`src/rtl/regfile_access_ctrl_pkg.sv`:
```
// ----------------------------------------------------------------------------
// regfile_access_pkg
//   Shared types and sizing for the register-file access controller.
//   rf_op_e        : command opcode as carried on cmd_op
//   rf_acc_state_e : controller FSM states
// ----------------------------------------------------------------------------
package regfile_access_pkg;

   localparam int RF_NREGS = 32;
   localparam int RF_AW    = 5;
   localparam int RF_XLEN  = 32;

   typedef enum logic [1:0] {
      RF_READ  = 2'd0,
      RF_WRITE = 2'd1,
      RF_DUMP  = 2'd2,
      RF_CLEAR = 2'd3
   } rf_op_e;

   typedef enum logic [2:0] {
      ST_IDLE,
      ST_HALT_WAIT,
      ST_EXEC,
      ST_CLEAR_WR,
      ST_RESP
   } rf_acc_state_e;

endpackage

```
`src/rtl/regfile_access_ctrl.sv`:
```
// ----------------------------------------------------------------------------
// regfile_access_ctrl
//   Drives the integer register file on behalf of an external command stream
//   (READ / WRITE / DUMP / CLEAR). The core is halted through halt_req /
//   halt_ack before any register-file access; results are returned on a
//   valid/ready response stream that honours backpressure.
//
//   Ports
//     clk, rst_n               : clock, synchronous active-low reset
//     cmd_valid/ready/op/addr/wdata : command stream (accepted only in IDLE)
//     rsp_valid/ready/data/addr/last/err : response stream
//     halt_req / halt_ack      : core pause handshake
//     rf_ra / rf_rd            : register-file read port (combinational data)
//     rf_we / rf_wa / rf_wd    : register-file write port
//     busy                     : high whenever not IDLE
// ----------------------------------------------------------------------------
module regfile_access_ctrl
   import regfile_access_pkg::*;
#(
   parameter int XLEN  = RF_XLEN,
   parameter int NREGS = RF_NREGS,
   parameter int AW    = RF_AW
) (
   input  logic            clk,
   input  logic            rst_n,
   input  logic            cmd_valid,
   output logic            cmd_ready,
   input  logic [1:0]      cmd_op,
   input  logic [AW-1:0]   cmd_addr,
   input  logic [XLEN-1:0] cmd_wdata,
   output logic            rsp_valid,
   input  logic            rsp_ready,
   output logic [XLEN-1:0] rsp_data,
   output logic [AW-1:0]   rsp_addr,
   output logic            rsp_last,
   output logic            rsp_err,
   output logic            halt_req,
   input  logic            halt_ack,
   output logic [AW-1:0]   rf_ra,
   input  logic [XLEN-1:0] rf_rd,
   output logic            rf_we,
   output logic [AW-1:0]   rf_wa,
   output logic [XLEN-1:0] rf_wd,
   output logic            busy
);

   localparam logic [AW-1:0] LAST_REG = AW'(NREGS - 1);

   rf_acc_state_e   state;
   rf_op_e          op_q;
   logic [AW-1:0]   addr_q;
   logic [XLEN-1:0] wdata_q;
   logic [AW-1:0]   cnt;

   assign cmd_ready = (state == ST_IDLE);
   assign busy      = (state != ST_IDLE);

   always_ff @(posedge clk) begin
      if (!rst_n) begin
         state     <= ST_IDLE;
         op_q      <= RF_READ;
         addr_q    <= '0;
         wdata_q   <= '0;
         cnt       <= '0;
         halt_req  <= 1'b0;
         rsp_valid <= 1'b0;
         rsp_data  <= '0;
         rsp_addr  <= '0;
         rsp_last  <= 1'b0;
         rsp_err   <= 1'b0;
      end else begin
         case (state)
            ST_IDLE: begin
               if (cmd_valid) begin
                  op_q     <= rf_op_e'(cmd_op);
                  addr_q   <= cmd_addr;
                  wdata_q  <= cmd_wdata;
                  cnt      <= '0;
                  halt_req <= 1'b1;
                  state    <= ST_HALT_WAIT;
               end
            end
            ST_HALT_WAIT: begin
               if (halt_ack) state <= ST_EXEC;
            end
            ST_EXEC: begin
               // Every op except CLEAR produces its response directly from here.
               state     <= ST_RESP;
               rsp_valid <= 1'b1;
               rsp_err   <= 1'b0;
               rsp_last  <= 1'b1;
               case (op_q)
                  RF_READ: begin
                     rsp_data <= rf_rd;
                     rsp_addr <= addr_q;
                  end
                  RF_WRITE: begin
                     rsp_data <= wdata_q;
                     rsp_addr <= addr_q;
                     rsp_err  <= (addr_q == '0);  // x0 is read-only
                  end
                  RF_DUMP: begin
                     rsp_data <= (cnt == '0) ? '0 : rf_rd;
                     rsp_addr <= cnt;
                     rsp_last <= (cnt == LAST_REG);
                  end
                  RF_CLEAR: begin
                     cnt       <= AW'(1);  // skip x0
                     rsp_valid <= 1'b0;
                     state     <= ST_CLEAR_WR;
                  end
                  default: state <= ST_RESP;
               endcase
            end
            ST_CLEAR_WR: begin
               if (cnt == LAST_REG) begin
                  rsp_valid <= 1'b1;
                  rsp_data  <= '0;
                  rsp_addr  <= '0;
                  rsp_last  <= 1'b1;
                  rsp_err   <= 1'b0;
                  state     <= ST_RESP;
               end else begin
                  cnt <= cnt + 1'b1;
               end
            end
            ST_RESP: begin
               if (rsp_ready) begin
                  rsp_valid <= 1'b0;
                  // DUMP keeps the core halted across all of its responses.
                  if (op_q == RF_DUMP && !rsp_last) begin
                     cnt   <= cnt + 1'b1;
                     state <= ST_EXEC;
                  end else begin
                     halt_req <= 1'b0;
                     state    <= ST_IDLE;
                  end
               end
            end
            default: state <= ST_IDLE;
         endcase
      end
   end

   // Register-file port drive; only active while the core is known halted.
   always_comb begin
      rf_ra = '0;
      rf_we = 1'b0;
      rf_wa = '0;
      rf_wd = '0;
      if (state == ST_EXEC) begin
         if (op_q == RF_DUMP)      rf_ra = cnt;
         else if (op_q == RF_READ) rf_ra = addr_q;
         if (op_q == RF_WRITE && addr_q != '0) begin
            rf_we = 1'b1;
            rf_wa = addr_q;
            rf_wd = wdata_q;
         end
      end else if (state == ST_CLEAR_WR) begin
         rf_we = 1'b1;
         rf_wa = cnt;
      end
   end

endmodule

```
`config.mk`:
```
export PLATFORM = sky130hd
export DESIGN_NAME = regfile_access_ctrl
export DESIGN_NICKNAME = d
export VERILOG_FILES = /design/src/rtl/regfile_access_ctrl_pkg.sv /design/src/rtl/regfile_access_ctrl.sv
export SDC_FILE = /design/constraint.sdc
export NUM_CORES = 1
export LEC_CHECK = 0
export BUFFER_PORTS_ARGS = -buffer_cell sky130_fd_sc_hd__buf_4
export CAP_MARGIN = 25
export CORE_ASPECT_RATIO = 1.2
export CORE_MARGIN = 2
export CORE_UTILIZATION = 52
export CTS_CLUSTER_SIZE = 12
export DETAILED_ROUTE_END_ITERATION = 7
export GPL_TIMING_DRIVEN = 0
export PLACE_DENSITY_LB_ADDON = 0.05
export SLEW_MARGIN = 20
export SYNTH_ARGS = -nofsm -noshare
export SYNTH_HDL_FRONTEND = slang
export SYNTH_SLANG_ARGS = --single-unit
```
`constraint.sdc`:
```
create_clock -name clk -period 3.1 [get_ports clk]
set_input_delay 0.155 -clock clk [delete_from_list [all_inputs] [get_ports clk]]
set_output_delay 0.155 -clock clk [all_outputs]
set_load 0.02 [all_outputs]
```
Yosys cells after proc, flatten, opt, wreduce, memory -nomap -nowiden
Index checks and enable logic that the tools add are counted.

Mux-type cells: 44. Equality and inequality tests: 18. Reductions and logical operators: 22. Add/sub/neg operators: 1.

Operators by type and width (count): $mux W32 (4); $pmux W32 S3 (1); $pmux W32 S2 (1); $mux W5 (12); $pmux W5 S2 (2); $pmux W5 S4 (1); $mux W3 (5); $pmux W3 S5 (1); $ne A2 B2 Y1 const B (7); $mux W1 (12); $logic_not A5 Y1 (2); $reduce_and A3 Y1 (3); $reduce_and A4 Y1 (2); $eq A3 B2 Y1 const B (2); $pmux W1 S2 (3); $reduce_and A6 Y1 (1); $reduce_bool A3 Y1 (2); $add A5 B1 Y5 const B (1); $eq A5 B5 Y1 const B (1); $reduce_bool A5 Y1 (1); $eq A2 B2 Y1 const B (2); $ne A4 B2 Y1 const B (1); $reduce_and A2 Y1 (2); $reduce_bool A2 Y1 (2); other kinds (13) (14).

Output and inout port bits: 86. Logic and storage cells: 96. Register bits after elaboration: 88. Input bits: 76.

Logic depth before layout (Yosys ltp)
Depth after elaboration: 5. Depth in mapped cells: 8. Gate-level depth less buffers: 8.

Worst setup path after synthesis
OpenSTA, ideal clock, no wires.

Path kind: reg2reg. Start point: register cnt[0]. End point: register cnt[2]. Period minus slack after synthesis: 1871 ps. Slack: 1229 ps. Arrival time: 1753 ps. Buffers on the path: 0. Cell stages (with the launch flop): 9. Setup time: 117 ps. Required time: 2983 ps. Path through: dfxtp_1 -> ha_1 -> and3_1 -> ha_1 -> and2b_1 -> mux2i_4 -> o21ai_4 -> o21ai_1 -> a32o_1.

Word-level cells in the longest chain between the ends: 4. Elaborated cells between the ends (all ways): 8. Classes of those cells: add/sub: 1; eq/ne: 2; mux: 4; reduce/logical: 1.

RTL lines: start: declaration (RTL line regfile_access_ctrl.sv:53) `logic [AW-1:0] cnt;`; start signal: assignment (RTL line regfile_access_ctrl.sv:124) `cnt <= cnt + 1'b1;`; start signal: assignment (RTL line regfile_access_ctrl.sv:132) `cnt <= cnt + 1'b1;`; $add A5 B1 Y5 (RTL line regfile_access_ctrl.sv:124, regfile_access_ctrl.sv:132); $mux W5 (RTL line regfile_access_ctrl.sv:131) `if (op_q == RF_DUMP && !rsp_last) begin`; $mux W5 (RTL line regfile_access_ctrl.sv:128) `if (rsp_ready) begin`; $pmux W5 S4 (RTL line regfile_access_ctrl.sv:72) `case (state)`.

Parallel ways exist; a longest one is shown, timed or not. The select of a mux whose other input is x is not followed. A chain may end at the register's enable or synchronous reset.

Final worst setup path
Start point: register state[2]. End point: output rf_wd[12].

Word-level cells in the longest chain between the ends: 2.

RTL lines: start: declaration (RTL line regfile_access_ctrl.sv:49) `rf_acc_state_e state;`; start signal: assignment (RTL line regfile_access_ctrl.sv:60) `state <= ST_IDLE;`; start signal: assignment (RTL line regfile_access_ctrl.sv:80) `state <= ST_HALT_WAIT;`; start signal: assignment (RTL line regfile_access_ctrl.sv:84) `if (halt_ack) state <= ST_EXEC;`; $eq A3 B2 Y1 (RTL line regfile_access_ctrl.sv:151) `if (state == ST_EXEC) begin`; $mux W32 (RTL line regfile_access_ctrl.sv:151); end: declaration (RTL line regfile_access_ctrl.sv:43) `output logic [XLEN-1:0] rf_wd,`.

Every way passes these cells.

==> impl_metrics.tcl <==
set metrics [dict create \
    run_status "completed" \
    final_common_cell "buf_4" \
    finalHoldViolCount 0 \
    grt_pass1_wl_mm 18.3 \
    placedCellCount 719 \
    final_cell_count_no_fill 735 \
    fp.dieH_um 101 \
    crit_family "simple AND/OR/NAND/NOR gates" \
    required_arrival_time_at_the_worst_endpoint_ns 2.94 \
    yosysWarnings 0 \
    seqCellArea_um2 1760 \
    wirelength_mm 11.4 \
    drt-pass1-iter-count 4 \
    final.setup.tns_ns 0 \
    die-width_um 84.9 \
    antenna_found_initial 0 \
    final_report_max_slew_violation_count 0 \
    ys_seq_area_frac 0.431 \
    clk_pin_slew_worst_paths_ns 0.09 \
    syn_inst 466 \
    crit_path_start_kind "flop" \
    floorplan.initialDensity 0.533 \
    timing_worst_slew_pin_value_ns 0.585 \
    post_cts.repair.setup_buffers 0 \
    p_per_area_nw_per_um2 562 \
    timing.final.crit_share 0.754 \
    timing.critical_path.mode_cell "nor2_2" \
    crit_arrival_ns 2.18 \
    layout.cells.most_common_list "buf_4 (164), nand2_1 (88), dfxtp_1 (88), a21oi_1 (48), and2_1 (34)" \
    fillers 619 \
    cp.buffers_inverters 2 \
    signed_area_change_from_the_synthesized_netlist_to_the_final_layout_pct 36.6 \
    postSynthRegisterBits 88 \
    power.total_mw 3.14 \
    multiInputGateArea_um2 2110 \
    slew_headroom 0.606 \
    maxClockFrequency_mhz 428 \
    rr_worst_depth 8 \
    average_detailed_routed_wire_length_per_instance_um 15.5 \
    io_buffers 161 \
    min_period_ns 2.34 \
    place_worst_setup_slack_ns 1.04 \
    fp-row-count 35 \
    worst_clock_skew_ns 0.0135 \
    syn_area_um2 4090 \
    synth_cell_type_count 50 \
    critical_path.max_fanout 10 \
    timing.critical_path.slowest_cell_delay_ns 0.36 \
    cts_max_level 3 \
    drive_gt1_frac 0.336 \
    root_buffer "clkbuf_8" \
    timing.critical_path.depth 7 \
    grt_setup_unrepaired "false" \
    cts_buffers 9 \
    cts_tree "built" \
    worst_slack_ns 0.763 \
    clock_insertion_delay_worst_skew_ns 0.36 \
    syn-mean-instance-area_um2 8.77 \
    finalSetupViolations 0 \
    post_cts_resized 0 \
    global_route.overflow_total 0 \
    min_delay_path_depth 3 \
    cts.hold.buffers_added 0 \
    post-dp-hpwl_mm 8.69 \
    crit_slowest_cell "dfxtp_1" \
    number_of_drc_violations_after_detailed_routing_iteration_0 116 \
    nets_finish 722 \
    crit_chain "nand2b_1, nor2_2, nand2_1, nor2_2, buf_2, and2_1, buf_4" \
    avgViaCountPerCell 5.46 \
    final_cell_area_um2 5580 \
    gp_routability_congestion 0.859 \
    io-pin-count 162 \
    standard_cell_core_area_um2 7660 \
    p_leak_nw 2.42 \
    ant_nets 0 \
    drc_errors 0 \
    critical_path_class "flop to output pin" \
    tritoncts_num_sinks 88 \
    antenna_cells 0 \
    timing.hold.ws_ns 0.0336 \
    grt_max_degree 16 \
    endpoint_kind "output pin" \
    die_area_um2 8590 \
    routed-via-count 4015 \
    first_global_vias 3837 \
    synth_nets 550 \
    cap_viol_max_count 0 \
    worst_hold_path_type "primary input to flop" \
    placed_cell_areas_um2 5410 \
    vdd_drop_max_uv 370 \
    final_core_util 0.728 \
    deepest_clock_path_buffer_count 2 \
    track_usage 0.266 \
]
## Yosys cell counts, drive strengths merged
master   number  area share
and2b         2      0.0037
o311a         1      0.0024
mux2i        12       0.032
nand4         1      0.0015
and3          2      0.0031
nor3          2      0.0037
nor4bb        1      0.0024
nor4b         2      0.0043
o21a          2      0.0037
nand3         3      0.0037
a311oi        1      0.0021
o41ai         1      0.0021
o2bb2ai      32       0.084
a22oi        32       0.059
or4           2      0.0037
o21ai        10       0.016
inv           9      0.0083
o211ai        1      0.0018
a22o          2      0.0043
dfxtp        88        0.43
a31oi         1      0.0015
and2         34       0.052
o22ai         1      0.0015
clkbuf       17       0.016
nand2b        4      0.0061
a32o          3      0.0073
a21boi        1      0.0018
a211oi        2      0.0037
nand2        88       0.081
ha            8       0.024
or2           1      0.0015
nor2         28       0.028
a41oi         1      0.0021
buf          19       0.029
a32oi         1      0.0021
a21oi        49       0.063
mux2          2      0.0064
## final cells by class
class                      instances  area share
buffer                            36      0.0330
sequential                        88       0.316
inverter                           9     0.00605
timing repair buffer             161       0.217
clock buffer                      10      0.0229
multi-input combinational        333       0.377
clock inverter                     6     0.00785
tap                               92      0.0206
## power by group
part	switching (mW)	internal [mW]
Clock	0.414	0.294
Sequential	0.111	1.27
Combinational	0.620	0.428
## registers in the layout, summed over array words and instances (netlist names)
signal and count:
rsp_data 32, rsp_addr 5, rsp_err 1, op_q 2
state 3, addr_q 5, wdata_q 32, cnt 5
rsp_valid 1, rsp_last 1, halt_req 1
## kinds of logic after synthesis
logic type,count (synthesis),share of synthesized area
fa+ha+maj,8,0.0245
flops,88,0.431
mux,14,0.0389
compound gates,141,0.258
buf+inv,45,0.0533
simple gates,170,0.194
## path summary, 6_finish.rpt
kind / from / to / slack (ns)
worst max-delay path: state[2]$_SDFFE_PN0P_ / rf_wd[12] / 0.76
worst min-delay path: cmd_wdata[1] / wdata_q[1]$_SDFFE_PN0P_ / 0.03
worst max register to register: cnt[0]$_SDFFE_PN0P_ / rsp_data[7]$_SDFFE_PN0P_ / 1.02
worst min register to register: rsp_data[31]$_SDFFE_PN0P_ / rsp_data[31]$_SDFFE_PN0P_ / 0.47
## layer usage
layer	global-route usage	vias to the layer above	share of wire
met5	0	-	0
met4	0.0830	0	0.014
met3	0.0590	12	0.067
met2	0.463	146	0.50
met1	0.329	1872	0.42
li1	-	1985	-
## worst min-delay path, delay by kind of cell
family,cells,cell delay (ns)
AO/OA/AOI/OAI,1,0.05
buffers and inverters,1,0.11
AND/OR/NAND/NOR,1,0.05
Note: power is estimated with default switching activity, not from simulation.
